`src/rtl/windower_kxt.sv`:
```
// windower_kxt: 1-D convolution windower, K-wide windows, T samples per beat.
// Holds a sliding sample history, emits one zero-padded window span per beat and
// self-flushes the tail windows of each image with zeros.
module windower_kxt #(
    parameter int NO_CH         = 2,
    parameter int LOG2_IMG_SIZE = 10,
    parameter int THROUGHPUT    = 1,
    parameter int WINDOW_SIZE   = 3
) (
    input  logic                                          clk,
    input  logic                                          rst,
    input  logic                                          vld_in,
    output logic                                          rdy_in,
    input  logic [NO_CH*THROUGHPUT-1:0]                   data_in,
    output logic                                          vld_out,
    output logic                                          sof_out,
    output logic                                          eof_out,
    output logic [NO_CH*(THROUGHPUT+WINDOW_SIZE-1)-1:0]   data_out
);
    localparam int T   = THROUGHPUT;
    localparam int P   = (WINDOW_SIZE - 1) / 2;
    localparam int D   = (P + T - 1) / T;
    localparam int W   = T + 2 * P;
    localparam int N   = 1 << LOG2_IMG_SIZE;
    localparam int B   = N / T;
    localparam int LB  = (B > 1) ? $clog2(B) : 1;
    localparam int L   = (D + 1) * T + P;
    // slot of the newest sample in the window once the lookahead beat is in
    localparam int OFS = D * T - P;

    localparam logic [LB-1:0] LAST      = LB'(B - 1);
    localparam logic [LB-1:0] FILL_LAST = LB'(D - 1);

    if (WINDOW_SIZE < 3 || (WINDOW_SIZE % 2) == 0) begin : g_bad_k
        $error("windower_kxt: WINDOW_SIZE must be odd and >= 3");
    end
    if (T < 1 || (T & (T - 1)) != 0) begin : g_bad_t
        $error("windower_kxt: THROUGHPUT must be a power of 2");
    end
    if (D >= B) begin : g_bad_d
        $error("windower_kxt: lookahead beats must be fewer than beats per image");
    end

    typedef enum logic [1:0] {FILL, STREAM, FLUSH} state_t;

    state_t                      state;
    logic                        run;
    logic [LB-1:0]               in_cnt;
    logic [LB-1:0]               out_cnt;
    logic [L-1:0][NO_CH-1:0]     sr;
    logic [L-1:0][NO_CH-1:0]     sr_nxt;
    logic [W*NO_CH-1:0]          win;
    logic                        acc, flush, step, emit;

    // ready is pure state decode; low while flushing and until the first clock after reset
    assign rdy_in = run && (state != FLUSH);
    assign acc    = vld_in && rdy_in;
    assign flush  = (state == FLUSH);
    assign step   = acc || flush;
    assign emit   = (acc && state == STREAM) || flush;

    // history shifted by one beat: slot 0 is newest, new beat's slot T-1 is its oldest sample
    always_comb begin
        sr_nxt = sr;
        for (int k = 0; k < T; k++)
            sr_nxt[k] = flush ? '0 : data_in[k*NO_CH +: NO_CH];
        for (int k = T; k < L; k++)
            sr_nxt[k] = sr[k-T];
    end

    // window span taken from the post-shift history so it leaves on the stepping edge
    always_comb begin
        win = '0;
        for (int m = 0; m < W; m++)
            win[m*NO_CH +: NO_CH] = sr_nxt[OFS+m];
    end

    // control FSM, counters, history and registered outputs
    always_ff @(posedge clk or negedge rst) begin
        if (!rst) begin
            state    <= FILL;
            run      <= 1'b0;
            in_cnt   <= '0;
            out_cnt  <= '0;
            sr       <= '0;
            vld_out  <= 1'b0;
            sof_out  <= 1'b0;
            eof_out  <= 1'b0;
            data_out <= '0;
        end else begin
            run     <= 1'b1;
            vld_out <= emit;
            sof_out <= emit && (out_cnt == '0);
            eof_out <= emit && (out_cnt == LAST);
            if (emit) begin
                data_out <= win;
                out_cnt  <= out_cnt + 1'b1;
            end
            if (acc)
                in_cnt <= in_cnt + 1'b1;
            // last flush step clears history so the next image sees zero left padding
            if (step)
                sr <= (flush && out_cnt == LAST) ? '0 : sr_nxt;
            case (state)
                FILL:    if (acc && in_cnt == FILL_LAST) state <= STREAM;
                STREAM:  if (acc && in_cnt == LAST)      state <= FLUSH;
                FLUSH:   if (out_cnt == LAST)            state <= FILL;
                default: state <= FILL;
            endcase
        end
    end
endmodule
```
`config.mk`:
```
export PLATFORM = sky130hd
export DESIGN_NAME = windower_kxt
export DESIGN_NICKNAME = d
export VERILOG_FILES = /design/src/rtl/windower_kxt.sv
export SDC_FILE = /design/constraint.sdc
export NUM_CORES = 1
export LEC_CHECK = 0
export BUFFER_PORTS_ARGS = -buffer_cell sky130_fd_sc_hd__buf_2
export CORE_AREA = 2 2 61 63
export CTS_BUF_LIST = sky130_fd_sc_hd__clkbuf_4 sky130_fd_sc_hd__clkbuf_8
export DETAILED_ROUTE_END_ITERATION = 10
export DIE_AREA = 0 0 63 65
export GPL_TIMING_DRIVEN = 0
export PLACE_DENSITY = 0.67
export SETUP_SLACK_MARGIN = 0.1
export SYNTH_ARGS = -nofsm -noshare
export SYNTH_HDL_FRONTEND = slang
export SYNTH_SLANG_ARGS = --single-unit
```
`constraint.sdc`:
```
create_clock -name clk -period 1.6 [get_ports clk]
set_input_delay 0.32 -clock clk [delete_from_list [all_inputs] [get_ports clk]]
set_output_delay 0.32 -clock clk [all_outputs]
set_load 0.02 [all_outputs]
```
==> run_results.csv <==
group,metric,value,unit
timing,report.final.setup_viol,0,
grt,grt_pass1_vias,1160,
timing,fmax,0.641,GHz
timing,rsz0062_at_grt,"yes",
layout,num_antenna_cells,0,
routing,dr_wl_met3,99,um
critical_path,crit_path_start_kind,"flop",
place,detailed_place_hpwl,1980,um
routing,first_pass_iters,4,
routing,route.detailed.drc,0,
timing,hold_viol_final,0,
timing,slew_viol_final,0,
clock_network,clock-sinks,36,
routing,dr_wl_met2,1430,um
floorplan,die_h,65,um
routing,wl_met1,1320,um
critical_path,arrival,1.24,ns
routing,highest_layer,"met4",
logic_synthesis,ys_seq_elements,36,
layout,final_core_utilization,0.580,
worst_hold_path,hold_class,"input port to asynchronous set/reset pin",
timing,skew,0.0109,ns
logic_synthesis,yosys.area.top_type,"dfrtp_1",
clock_network,clk_latency,0.34,ns
clock_network,path_clk_slew,0.11,ns
clock_network,clk_path_buf_depth,2,
clock_network,cts_tree,"built",
timing,min_period,1.56,ns
routing,wl,2910,um
layout,final_area,2030,sq um
critical_path,critical_path_class,"flop to output port",
place,placed_area,1780,sq um
routing,drtIter0Drc,73,
layout,drive_above_1_share,0.312,
clock_network,cts_made_buffers,5,
logic_synthesis,synthCells,154,
floorplan,core.rowCount,22,
clock_network,cts_hold_buf,0,
power,p_leak,0.945,nW
logic_synthesis,yosysUniqueCellTypes,34,
grt,grt_max_degree,37,
timing,timing.hold.ws,0.0491,ns
logic_synthesis,seq_area_frac_synth,0.547,
floorplan,core-area,3500,sq um
floorplan,fp.dieArea,4100,sq um
grt,antenna_found_initial,0,
place,io_buffers,14,
critical_path,cp_max_fo,3,
power,ir_worst_vdd,0.659,mV
routing,avgViaCountPerCell,5.13,
grt,grt_pass1_wl,5240,um
timing,fin_crit_sh,0.975,
power,power,2.74,mW
place,gp_congestion,0.813,
layout,syn_to_final_growth,23.2,%
logic_synthesis,syn_area_per_cell,10.7,sq um
critical_path,crit_required,1.28,ns
timing,maxSlewHeadroom,0.476,
routing,drt-wirelength-per-cell,12.4,um
logic_synthesis,synth_fp_nets,163,
critical_path,critPathCaptureType,"output port",
floorplan,initial_utilization,0.471,
logic_synthesis,yosysTopAreaCellShare,0.547,
floorplan,io_pins,15,
floorplan,die_x,63,um
outcome,status,"finished, final reports clean",
routing,postRouteAntennaNets,0,
power,p_per_area,1350,nW/um^2
logic_synthesis,synth_area_leaders,"dfrtp_1 (55%), nand2_1 (6.8%), xnor2_1 (5.3%)",
timing,worst_slew_pin_slew,0.786,ns
layout,layout.nets,194,
clock_network,clockRootBuffer,"clkbuf_4",
grt,gr-total-overflow,0,
job,maxCapViolations,0,
logic_synthesis,syn_area,1650,sq um
clock_network,cts_max_level,2,
logic_synthesis,yosysWarnings,0,
routing,vias,1201,
grt,grt_use_total,0.167,
worst paths after layout:
check	startpoint	to	slack [ns]	cells past startpoint
setup / recovery	state[0]	rdy_in	0.04	4
hold / removal	rst	out_cnt[2]	0.05	1
setup reg to reg	state[0]	out_cnt[8]	0.08	7
hold reg to reg	data_out[5]	data_out[5]	0.48	2
max in group asynchronous	rst	out_cnt[3]	1.01	1
min in group clk	data_in[1]	sr[1]	0.18	3
flip-flops by register name, indices dropped and copies added (netlist names):
name,count
data_out,6
eof_out,1
in_cnt,10
out_cnt,10
run,1
sof_out,1
sr,4
state,2
vld_out,1
synthesized netlist by cell type:
library cell and n:
xor2_1 8, nand4b_1 1, o22ai_1 2, o21ai_0 4
conb_1 1, and2_4 1, nor3_1 6, nand4_2 1
mux2i_1 2, buf_4 1, nand3_1 7, a31o_1 1
xnor2_1 10, inv_1 7, inv_2 1, nand2b_4 2
or3_1 1, and3_1 1, buf_6 1, nand2_1 30
nor2_1 5, and3_2 1, clkbuf_1 1, ha_1 4
nor4b_1 1, or3_4 1, nand4_1 5, o21a_2 1
dfrtp_1 36, nor4_1 4, and2_1 1, nor2b_4 1
nor2_2 1, o2bb2ai_1 4
stage by stage:
step,setup TNS [ns],setup WS [ns],cells
floorplan,0,0.151,154
global placement,0,0.0438,216
detailed placement,0,0.0121,216
CTS,0,0.0279,229
global route,-0.0156,-0.0148,234
finish,0,0.0397,234
cells by family after synthesis:
logic type	share of synthesized area
other cells	0.00228
flops	0.547
simple gates	0.229
compound gates	0.0517
fa+ha+maj	0.0304
xor+xnor	0.0957
mux	0.0122
buf+inv	0.0319
worst max-delay path: stages, from the launching register on:
cell	delay, ns
dfrtp_1	0.39
buf_6	0.12
nand2b_4	0.14
and2_4	0.13
buf_6	0.12
power breakdown:
| part | internal (mW) | switching [mW] |
|---|---|---|
| combinational | 0.388 | 0.418 |
| sequential | 1.15 | 0.244 |
| clock | 0.251 | 0.292 |
| total | 1.78 | 0.955 |
metal layers:
layer	up-vias	global-route usage
met5	-	0
met4	0	0.0917
met3	6	0.0434
met2	18	0.274
met1	590	0.202
li1	587	-
cells in the final DEF (no fill, tap or decap), drive strengths merged, types with 2 or more instances in the layout:
cell type / netlist / layout
ha: 4 / 4
dfrtp: 36 / 36
nand2b: 2 / 2
nor2: 6 / 6
buf: 2 / 26
nand2: 30 / 30
xnor2: 10 / 10
nand3: 7 / 7
nor4: 4 / 4
or3: 2 / 2
and2: 2 / 2
mux2i: 2 / 2
and3: 2 / 2
nor3: 6 / 6
nand4: 6 / 6
o21ai: 4 / 4
o2bb2ai: 4 / 4
o22ai: 2 / 2
inv: 8 / 8
xor2: 8 / 8
clkbuf: 1 / 9
final cells by class:
cell class | instances | area, sq um
Fill cell | 307 | 1470
Sequential cell | 36 | 905
Tap cell | 48 | 60.1
Inverter | 8 | 32.5
Multi-Input combinational cell | 107 | 786
Buffer | 3 | 27.5
Clock buffer | 8 | 66.3
Timing Repair Buffer | 24 | 151
what timing repair did:
action,CTS,global route
pin swaps,1,6
cloned,0,0
resized for setup,13,12
buffers inserted,5,5
setup endpoints to repair,7,14
(Power assumes the default switching activity.)
